$ cat src/rtl/scan_decoder_low.sv
// One-cold, active-low N-to-2^N decoder with break-before-make blanking and autonomous scan.
// Optional macro SCAN_REVERSE_EN adds a dir input for descending scan order.
module scan_decoder_low #(
  parameter int unsigned SEL_W     = 2,
  parameter int unsigned DWELL_W   = 8,
  parameter int unsigned BLANK_CYC = 1
) (
  input  logic                   clk,
  input  logic                   rst_n,
  input  logic                   en,
  input  logic                   mode,
  input  logic [SEL_W-1:0]       sel,
  input  logic [DWELL_W-1:0]     dwell,
`ifdef SCAN_REVERSE_EN
  input  logic                   dir,
`endif
  output logic [(2**SEL_W)-1:0]  d_n,
  output logic [SEL_W-1:0]       idx,
  output logic                   wrap
);

  localparam int unsigned N          = 2 ** SEL_W;
  localparam int unsigned BLANK_W    = (BLANK_CYC > 2) ? $clog2(BLANK_CYC) : 1;
  localparam int unsigned BLANK_LOAD = (BLANK_CYC > 0) ? BLANK_CYC - 1 : 0;
  localparam logic [SEL_W-1:0] FIRST = SEL_W'(0);
  localparam logic [SEL_W-1:0] LAST  = SEL_W'(N - 1);

  typedef enum logic [1:0] {IDLE, BLANK, ACTIVE} state_t;

  state_t               state_q, state_d;
  logic [SEL_W-1:0]     idx_d;
  logic [DWELL_W-1:0]   dwell_q, dwell_d;
  logic [BLANK_W-1:0]   blank_q, blank_d;
  logic                 pend_q, pend_d;
  logic                 wrap_d;
  logic [N-1:0]         d_n_d;
  logic                 rev;
  logic                 change;
  logic                 wrap_evt;
  logic [SEL_W-1:0]     step_idx;
  logic [SEL_W-1:0]     start_idx;
  logic [SEL_W-1:0]     wrap_from;

`ifdef SCAN_REVERSE_EN
  assign rev = dir;
`else
  assign rev = 1'b0;
`endif

  // Scan direction dependent constants and successor index
  always_comb begin
    step_idx  = rev ? (idx - SEL_W'(1)) : (idx + SEL_W'(1));
    start_idx = rev ? LAST : FIRST;
    wrap_from = rev ? FIRST : LAST;
  end

  // Next-state, next-index and registered-output decode
  always_comb begin
    state_d  = state_q;
    idx_d    = idx;
    dwell_d  = dwell_q;
    blank_d  = blank_q;
    pend_d   = pend_q;
    wrap_d   = 1'b0;
    change   = 1'b0;
    wrap_evt = 1'b0;
    d_n_d    = '1;

    if (!en) begin
      state_d = IDLE;
      pend_d  = 1'b0;
    end else begin
      unique case (state_q)
        IDLE: begin
          idx_d  = mode ? start_idx : sel;
          pend_d = 1'b0;
          change = 1'b1;
        end
        BLANK: begin
          if (blank_q == '0) begin
            state_d = ACTIVE;
            dwell_d = dwell;
            wrap_d  = pend_q;
            pend_d  = 1'b0;
          end else begin
            blank_d = blank_q - BLANK_W'(1);
          end
        end
        ACTIVE: begin
          if (!mode) begin
            // Keep the dwell counter primed so a switch to scan starts a fresh dwell
            dwell_d = dwell;
            if (sel != idx) begin
              idx_d  = sel;
              change = 1'b1;
            end
          end else if (dwell_q == '0) begin
            idx_d    = step_idx;
            change   = 1'b1;
            wrap_evt = (idx == wrap_from);
          end else begin
            dwell_d = dwell_q - DWELL_W'(1);
          end
        end
        default: state_d = IDLE;
      endcase

      // Every line change passes through BLANK unless blanking is disabled
      if (change) begin
        if (BLANK_CYC == 0) begin
          state_d = ACTIVE;
          dwell_d = dwell;
          wrap_d  = wrap_evt;
        end else begin
          state_d = BLANK;
          blank_d = BLANK_W'(BLANK_LOAD);
          pend_d  = wrap_evt;
        end
      end
    end

    if (state_d == ACTIVE) begin
      d_n_d[idx_d] = 1'b0;
    end
  end

  // State and registered outputs
  always_ff @(posedge clk or negedge rst_n) begin
    if (!rst_n) begin
      state_q <= IDLE;
      idx     <= '0;
      dwell_q <= '0;
      blank_q <= '0;
      pend_q  <= 1'b0;
      wrap    <= 1'b0;
      d_n     <= '1;
    end else begin
      state_q <= state_d;
      idx     <= idx_d;
      dwell_q <= dwell_d;
      blank_q <= blank_d;
      pend_q  <= pend_d;
      wrap    <= wrap_d;
      d_n     <= d_n_d;
    end
  end

endmodule
$ cat config.mk
export PLATFORM = sky130hd
export DESIGN_NAME = scan_decoder_low
export DESIGN_NICKNAME = d
export VERILOG_FILES = /design/src/rtl/scan_decoder_low.sv
export SDC_FILE = /design/constraint.sdc
export NUM_CORES = 1
export LEC_CHECK = 0
export ABC_CLOCK_PERIOD_IN_PS = 3500
export CAP_MARGIN = 20
export CORE_MARGIN = 2
export CORE_UTILIZATION = 50
export DETAILED_ROUTE_END_ITERATION = 12
export PLACE_DENSITY = 0.86
export SLEW_MARGIN = 20
export SYNTH_ARGS = -nofsm -noshare
export SYNTH_HDL_FRONTEND = slang
export SYNTH_SLANG_ARGS = --single-unit
export TNS_END_PERCENT = 100
$ cat constraint.sdc
create_clock -name clk -period 3.5 [get_ports clk]
set_clock_uncertainty 0.2 [all_clocks]
set_input_delay 0.35 -clock clk [delete_from_list [all_inputs] [get_ports clk]]
set_output_delay 0.35 -clock clk [all_outputs]
set_load 0.1 [all_outputs]
==> out/metrics.cfg, run 1 <==
[global_route]
grt_pass1_vias = 863
antenna_found_initial = 0
grt_max_degree = 19
grt_pass1_wl_um = 3590
grt_usage_pct = 18.8
overflow = 0

[synth]
ys_seq_area_share_pct = 43.2
yosysWarnings = 0
syn_inst = 117
synth_top_area_cell = dfrtp_1
async_flop_share_pct = 100
avgSynthCellArea_um2 = 9.02
yosysUniqueCellTypes = 33
synth_nets = 137
synthFlopType = dfrtp_1
synth_seq_cells = 18
synth_edf_count = 0
yosysTopAreaCellShare_pct = 33.2
synth.area.top_cells = dfrtp_1 33%, dfstp_2 10%, ha_1 7.1%
synth_most_common_cell = dfrtp_1
netlist_top_cells_count = 14 x dfrtp_1, 13 x a21oi_1, 12 x nor2_1, 11 x nand2_1, 9 x o21ai_0
netlist_area_um2 = 1050

[placed_design]
io_buffers = 20
postPlaceCellArea_um2 = 1280
gp_congestion = 0.851
hpwl_um = 1630

[route]
wl_per_cell_um = 13.0
drc = 0
drt-total-wl_um = 2150
antenna_left = 0
vias = 948
via_per_inst = 5.75
dr.pass1.iters = 4
first_iter_violations = 19

[sta]
fin_crit_ps = 2630
relSlewSlack_pct = 35.6
setup_viol = 0
fin_tns_setup_ps = 0
fmax_mhz = 380
report.final.slew_viol_count = 0
max_slew.worst_pin.slew_ps = 963
rsz0062_at_grt = false
hold_viol_final = 0
min_period_over_period_pct = 75.2

[clock_tree]
clk_latency_ps = 290
cts_tree = built
clk_pin_slew_worst_paths_ps = 100
cts-resized-gates = 0
cts.path.max_buffers = 2
numCtsBuffers = 3
cts_setup_buffers = 0
cts_max_level = 1
cts.sinks = 18
clockRootBuffer = clkbuf_4
ctsHoldBuffers = 0

[setup_path]
required_ps = 3520
cp_max_fo = 17
critical_path.cell_chain = inv_1 -> ha_1 -> nand2_1 -> nor4_1 -> a311o_1 -> or4b_1 -> or2_1
slowest_stage = or4b_1
path_buf_inv = 1
crit_family = simple AND/OR/NAND/NOR gates
max_stage_delay_ps = 480
arrival_ps = 2660
path_class = register to register
cp-end-kind = register
cp-start-kind = register

[floorplanning]
core_um2 = 1980
rows = 16
die_x_um = 49.9
die_y_um = 49.9
io_pins = 21
start_util_pct = 53.2
dieArea_um2 = 2490

[layout]
seqCellArea_um2 = 455
area_growth_pct = 24.8
drive_above_1_share_pct = 7.25
nNetsFinal = 159
utilization_pct = 66.4
n_fill_cell = 158
stdcell_area_um2 = 1320
multiInputGateArea_um2 = 561
antenna_cells = 0

[pwr]
max-vdd-ir-drop_mv = 0.295
power_density_nw_per_um2 = 483
p_total_uw = 636
leakage_nw = 0.523

[run_status]
outcome = complete, no violations

[min_path]
holdCritPathClass = input port to asynchronous set/reset pin

[run]
cap_violations = 0

==> metal layers <==
metal | GRT usage (%) | part of all wire, % | up-vias
li1 | - | - | 462
met1 | 22.0 | 46 | 453
met2 | 32.9 | 48 | 28
met3 | 3.64 | 4.2 | 5
met5 | 0 | 0 | -
met4 | 8.80 | 1.7 | 0
==> through the flow <==
step	hold WS (ps)	std cells	setup slack, ps
floorplan	-146	117	780
global placement	289	161	858
detailed placement	319	161	811
CTS	330	165	893
global route	356	165	765
finish	310	165	869
==> state kept, by name, summed over array words and instances (netlist names) <==
register  cells
idx           2
state_q       2
dwell_q       8
pend_q        1
d_n           4
wrap          1
==> worst paths after layout <==
kind	from	to	slack [ps]	depth (start not counted)
worst max-delay path	state_q[0]	d_n[0]	870	7
worst min-delay path	rst_n	wrap	310	1
worst max register to register	state_q[0]	d_n[0]	870	7
worst min register to register	dwell_q[1]	dwell_q[1]	340	2
max in group asynchronous	rst_n	idx[0]	2300	1
min in group clk	dwell_q[1]	dwell_q[1]	340	2
==> cells by family (layout without fill, tap and decap cells) <==
family,count (synthesis),after routing,synth area share (%)
xor+xnor,2,2,1.66
mux,1,1,1.07
compound gates,31,31,17.3
buf+inv,10,31,3.68
simple gates,49,49,26.0
fa+ha+maj,6,6,7.12
flops,18,18,43.2
==> report_power, final <==
group | total, mW | switching (mW) | leakage [nW] | internal [mW]
sequential | 0.300 | 0.0533 | 0.217 | 0.246
clock | 0.125 | 0.0614 | 0.0210 | 0.0634
combinational | 0.212 | 0.125 | 0.285 | 0.0861
==> final cells by class <==
| class | instances | area share [%] |
|---|---|---|
| Tap cell | 27 | 2.57 |
| Sequential cell | 18 | 34.6 |
| Clock buffer | 4 | 2.76 |
| Timing Repair Buffer | 21 | 15.8 |
| Inverter | 6 | 1.71 |
| Multi-Input combinational cell | 89 | 42.6 |
==> cells in the final DEF (no fill, tap or decap), types with 4 or more instances in the layout <==
cell / count
inv_1: 6
a21oi_1: 13
dfstp_2: 4
o21ai_0: 9
dfrtp_1: 14
nor2_1: 12
nor3_1: 4
nand2_1: 11
ha_1: 6
clkdlybuf4s50_1: 20
(Power assumes the default switching activity.)
==> run 2, diff against run 1 <==
--- a/config.mk
+++ b/config.mk
@@ -5,7 +5,7 @@
 export SDC_FILE = /design/constraint.sdc
 export NUM_CORES = 1
 export LEC_CHECK = 0
-export ABC_CLOCK_PERIOD_IN_PS = 3500
+export ABC_CLOCK_PERIOD_IN_PS = 2600
 export CAP_MARGIN = 20
 export CORE_MARGIN = 2
 export CORE_UTILIZATION = 50
==> constraint.sdc (replaced) <==
create_clock -name clk -period 2.6 [get_ports clk]
set_clock_uncertainty 0.2 [all_clocks]
set_input_delay 0.26 -clock clk [delete_from_list [all_inputs] [get_ports clk]]
set_output_delay 0.26 -clock clk [all_outputs]
set_load 0.1 [all_outputs]
==> out/metrics.cfg, run 2 (synthesis gave the netlist of run 1 again) <==
[pwr]
p_seq_share_pct = 45.7  ; -1.4 points
max-vdd-ir-drop_mv = 0.496  ; +68%
pwr-share-clk_pct = 19.6  ; about the same
power_density_nw_per_um2 = 653  ; +35%
p_int_uw = 546  ; +38%
switching_share_pct = 38.5  ; +0.79 points
leakage_nw = 0.555  ; +6.0%
power.switching_uw = 342  ; +43%
pwr-share-comb_pct = 34.6  ; +1.3 points

[run]
cap_violations = 0  ; unchanged

[setup_path]
cp_max_fo = 3  ; -14
path_class = register to register
r2r_setup_slack_ps = 40  ; -830 ps
cp-end-kind = register
cp-start-kind = register
r2r_start = state_q[0]
required_ps = 2630  ; -890 ps
crit_end = d_n[0]
critPathLaunch = state_q[0]
reg2reg_depth = 7  ; unchanged
reg2reg_to = d_n[0]
arrival_ps = 2580  ; -80 ps

[min_path]
holdCritPathClass = input port to asynchronous set/reset pin

[clock_tree]
clockRootBuffer = clkbuf_4
cts_max_level = 1  ; unchanged
clk_pin_slew_worst_paths_ps = 110  ; about the same
clk_latency_ps = 300  ; about the same
cts.path.max_buffers = 2  ; unchanged
cts.sinks = 18  ; unchanged
cts_tree = built
numCtsBuffers = 3  ; unchanged
ctsHoldBuffers = 0  ; unchanged

[layout]
area_growth_pct = 28.9
max_flop_register = dwell_q
stdcell_area_um2 = 1360  ; +3.3%
layout_commonest_cell = buf_4
largest_reg_flops = 8  ; unchanged
drive_above_1_share_pct = 19.4  ; +12 points
antenna_cells = 0  ; unchanged
reg_top3 = dwell_q x8, d_n x4
n_fill_cell = 148  ; -6.3%
nNetsFinal = 165  ; +3.8%
final_cell_mix = 14 x buf_4, 13 x a21oi_1, 13 x clkdlybuf4s50_1

[floorplanning]
io_pins = 21  ; unchanged
die_x_um = 49.9  ; unchanged
dieArea_um2 = 2490  ; unchanged
core_um2 = 1980  ; unchanged
start_util_pct = 53.2  ; unchanged
rows = 16  ; unchanged
die_y_um = 49.9  ; unchanged

[sta]
fin_ws_ps = 42.6  ; -826 ps
fin_tns_setup_ps = 0  ; unchanged
fmax_mhz = 391  ; +2.9%
report.final.slew_viol_count = 0  ; unchanged
hold_viol_final = 0  ; unchanged
relSlewSlack_pct = 46.4  ; +11 points
setup_viol = 0  ; unchanged
fin_crit_ps = 2560  ; -73.6 ps
max_slew.worst_pin.slew_ps = 801  ; -162 ps
rsz0062_at_grt = true
min_period_over_period_pct = 98.4  ; +23 points

[placed_design]
io_buffers = 20  ; unchanged
place_ws_ps = 13.8  ; -797 ps
gp_congestion = 0.911  ; +7.1%
hpwl_um = 1890  ; +16%
postPlaceCellArea_um2 = 1300  ; +1.8%

[route]
via_per_inst = 5.82  ; +1.4%
antenna_left = 0  ; unchanged
drt-total-wl_um = 2550  ; +18%
vias = 996  ; +5.1%
first_iter_violations = 25  ; +6
drc = 0  ; unchanged
wl_per_cell_um = 14.9  ; +14%
dr.pass1.iters = 4  ; unchanged

[global_route]
grt_max_degree = 19  ; unchanged
grt_pass1_vias = 1025  ; +19%
grt_pass1_wl_um = 4360  ; +22%
grt_usage_pct = 23.0  ; +4.1 points
antenna_found_initial = 0  ; unchanged
overflow = 0  ; unchanged

[run_status]
outcome = complete, no violations

run 2: changes by cell type in the layout (fill, tap and decap cells not counted):
cell             change
o311ai_1             -1
o21ai_1              -1
o311ai_2             +1
buf_4               +13
dfrtp_1              -2
clkdlybuf4s50_1      -7
ha_2                 +1
dfrtp_2              +2
o21ai_2              +1
ha_1                 -1
run 2: worst max-delay path: stages, from the launching register on:
cell and delay [ps]:
dfrtp_1 400, inv_1 90, ha_1 230, o21ai_2 170
mux2_1 340, a311o_1 310, or4b_1 500, or2_1 230
run 2: power by group through the flow:
stage / Clock [mW] / Sequential (mW) / Combinational [mW]
floorplan: 0 / 0.447 / 0.155
global placement: 0 / 0.402 / 0.286
detailed placement: 0 / 0.407 / 0.297
CTS: 0.175 / 0.405 / 0.300
global route: 0.192 / 0.414 / 0.344
finish: 0.174 / 0.406 / 0.308
run 2: repair_timing:
action,4_1_cts,5_1_grt
resized for setup,1,2
endpoints found under the setup margin,1,3
pin swaps,0,1
setup buffers,0,1
run 2: metrics by stage:
step	util [%]	power (mW)	hold slack, ps	instances
finish	68.6	0.888	212	171
global route	68.6	0.950	256	171
CTS	67.7	0.879	238	170
detailed placement	65.7	0.705	312	166
global placement	65.7	0.689	299	166
floorplan	-	0.602	-236	117
run 2: how the worst min path moves through the flow:
stage	start	endpoint	slack [ps]	cells past startpoint
floorplan	rst_n	dwell_q[0]	-240	0
global placement	dwell_q[6]	dwell_q[6]	300	1
detailed placement	dwell_q[6]	dwell_q[6]	310	1
CTS	rst_n	wrap	240	1
global route	rst_n	wrap	260	1
finish	rst_n	wrap	210	1
run 2: final cells by class:
type	instances	area [µm²]	area share [%]
Inverter	6	22.5	1.66
Clock buffer	4	36.3	2.67
Sequential cell	18	458	33.7
Tap cell	27	33.8	2.48
Timing Repair Buffer	27	235	17.3
Multi-Input combinational cell	89	574	42.2
run 2: layer usage:
metal	global-route usage (%)	vias to the layer above	part of all wire [%]	wire length (µm)
li1	-	477	-	-
met1	26.9	474	41	1050
met2	42.0	37	53	1350
met3	3.03	8	4.3	109
met4	8.80	0	1.6	42
met5	0	-	0	0
==> run 3, diff against run 2 <==
--- a/config.mk
+++ b/config.mk
@@ -7,10 +7,11 @@
 export LEC_CHECK = 0
 export ABC_CLOCK_PERIOD_IN_PS = 2600
 export CAP_MARGIN = 20
+export CORE_ASPECT_RATIO = 1.75
 export CORE_MARGIN = 2
-export CORE_UTILIZATION = 50
+export CORE_UTILIZATION = 40
 export DETAILED_ROUTE_END_ITERATION = 12
-export PLACE_DENSITY = 0.86
+export PLACE_DENSITY = 0.73
 export SLEW_MARGIN = 20
 export SYNTH_ARGS = -nofsm -noshare
 export SYNTH_HDL_FRONTEND = slang
==> out/metrics.cfg, run 3 (synthesis gave the netlist of run 1 again) <==
[layout]
final_cell_mix = 15 x buf_4, 13 x a21oi_1, 13 x clkdlybuf4s50_1
area_growth_pct = 30.4
seqCellArea_um2 = 458  ; unchanged
max_flop_register = dwell_q
antenna_cells = 0  ; unchanged
largest_reg_flops = 8  ; unchanged
nNetsFinal = 166  ; +0.61%
stdcell_area_um2 = 1380  ; +1.1%
n_fill_cell = 223  ; +51%
reg_top3 = dwell_q x8, d_n x4
multiInputGateArea_um2 = 564  ; -1.7%
drive_above_1_share_pct = 18.6  ; -0.82 points
utilization_pct = 55.2  ; -13 points
layout_commonest_cell = buf_4

[clock_tree]
cts_max_level = 1  ; unchanged
numCtsBuffers = 3  ; unchanged
cts_tree = built
clk_pin_slew_worst_paths_ps = 70  ; -40 ps
clk_latency_ps = 260  ; -40 ps
cts.sinks = 18  ; unchanged
cts.path.max_buffers = 2  ; unchanged
cts_setup_buffers = 0  ; unchanged
clockRootBuffer = clkbuf_8

[sta]
setup_viol = 0  ; unchanged
max_slew.worst_pin.slew_ps = 793  ; -8.49 ps
report.final.slew_viol_count = 0  ; unchanged
hold_viol_final = 0  ; unchanged
rsz0062_at_grt = false
fin_tns_setup_ps = 0  ; unchanged
fin_ws_ps = 110  ; +67.4 ps
min_period_over_period_pct = 95.8  ; -2.6 points
fin_crit_ps = 2490  ; -67.4 ps
relSlewSlack_pct = 47.0  ; +0.57 points
fmax_mhz = 402  ; +2.7%

[placed_design]
place_ws_ps = 76.2  ; +62.5 ps
postPlaceCellArea_um2 = 1320  ; +1.1%
hpwl_um = 1930  ; +1.9%
gp_congestion = 0.840  ; -7.8%
io_buffers = 20  ; unchanged

[run_status]
outcome = complete, no violations

[pwr]
max-vdd-ir-drop_mv = 0.499  ; +0.61%
pwr-share-clk_pct = 24.3  ; +4.7 points
p_seq_share_pct = 43.5  ; -2.2 points
power.switching_uw = 345  ; +0.77%
p_int_uw = 593  ; +8.8%
pwr-share-comb_pct = 32.2  ; -2.4 points
power_density_nw_per_um2 = 682  ; +4.5%
switching_share_pct = 36.8  ; -1.8 points
leakage_nw = 0.568  ; +2.4%

[setup_path]
cp-end-kind = register
reg2reg_depth = 7  ; unchanged
cp-start-kind = register
reg2reg_to = d_n[0]
arrival_ps = 2470  ; -110 ps
r2r_setup_slack_ps = 110  ; +70 ps
r2r_start = state_q[0]
required_ps = 2580  ; -50 ps
cp_max_fo = 3  ; unchanged
path_class = register to register

[global_route]
grt_max_degree = 19  ; unchanged
grt_pass1_vias = 1003  ; -2.1%
antenna_found_initial = 0  ; unchanged
grt_usage_pct = 18.2  ; -4.7 points
use_met3_pct = 1.99  ; -1.0 points
use_met2_pct = 33.5  ; -8.5 points
grt_use_met1_pct = 19.4  ; -7.5 points
overflow = 0  ; unchanged
grt.busiest_layer = met2
grt_pass1_wl_um = 4290  ; -1.6%

[route]
antenna_left = 0  ; unchanged
dr.pass1.iters = 4  ; unchanged
vias = 980  ; -1.6%
via_per_inst = 5.73  ; -1.6%
drc = 0  ; unchanged
drt-total-wl_um = 2490  ; -2.4%
wl_per_cell_um = 14.6  ; -2.4%
first_iter_violations = 31  ; +24%

[floorplanning]
rows = 24  ; +8
core_um2 = 2490  ; +26%
die_x_um = 42.8  ; -14%
io_pins = 21  ; unchanged
die_y_um = 71.9  ; +44%
dieArea_um2 = 3080  ; +24%
start_util_pct = 42.3  ; -11 points

[min_path]
holdCritPathClass = input port to asynchronous set/reset pin

[run]
cap_violations = 0  ; unchanged

[run 3: layout make-up]
| class | instances | share of cell area, % |
|---|---|---|
| repair buffers | 28 | 17.7 |
| flip-flops and latches | 18 | 33.3 |
| multi-input cells | 89 | 41.0 |
| inverters | 6 | 1.64 |
| well taps | 26 | 2.37 |
| clock buffers | 4 | 4.00 |
[run 3: how the worst max path moves through the flow]
stage	from	end	slack, ps	cells after the start
detailed placement	state_q[0]	d_n[0]	80	7
global route	dwell_q[0]	d_n[0]	4	7
finish	state_q[0]	d_n[0]	110	7
global placement	state_q[0]	d_n[0]	130	7
CTS	state_q[0]	d_n[0]	70	7
floorplan	state_q[0]	d_n[0]	170	7
[run 3: repair_timing]
item	CTS	global route
gates resized for setup	0	1
hold buffers	0	0
endpoints found under the setup margin	0	2
[run 3: power by group through the flow]
| stage | logic, mW | registers (mW) | clock network (mW) |
|---|---|---|---|
| finish | 0.303 | 0.408 | 0.228 |
| global route | 0.336 | 0.415 | 0.246 |
| CTS | 0.303 | 0.406 | 0.233 |
| detailed placement | 0.300 | 0.408 | 0 |
| global placement | 0.294 | 0.403 | 0 |
| floorplan | 0.155 | 0.447 | 0 |
[run 3: routing by layer]
layer,up-vias,wire (µm)
met5,-,0
met2,21,1380
met4,0,76
met1,478,970
li1,473,-
met3,8,63
[run 3: metrics by stage]
step                hold WS [ps]  cells  total power [mW]
floorplan                   -236    117             0.602
global placement             292    167             0.697
detailed placement           311    167             0.708
CTS                          292    171             0.941
global route                 348    171             0.998
finish                       261    171             0.938
[run 3: worst max-delay path, cell delays in order, from the launching register on]
cell and delay [ps]:
dfrtp_1 370, inv_1 80, ha_1 220, o21ai_2 200, mux2_1 330, a311o_1 300, or4b_1 480, or2_1 220
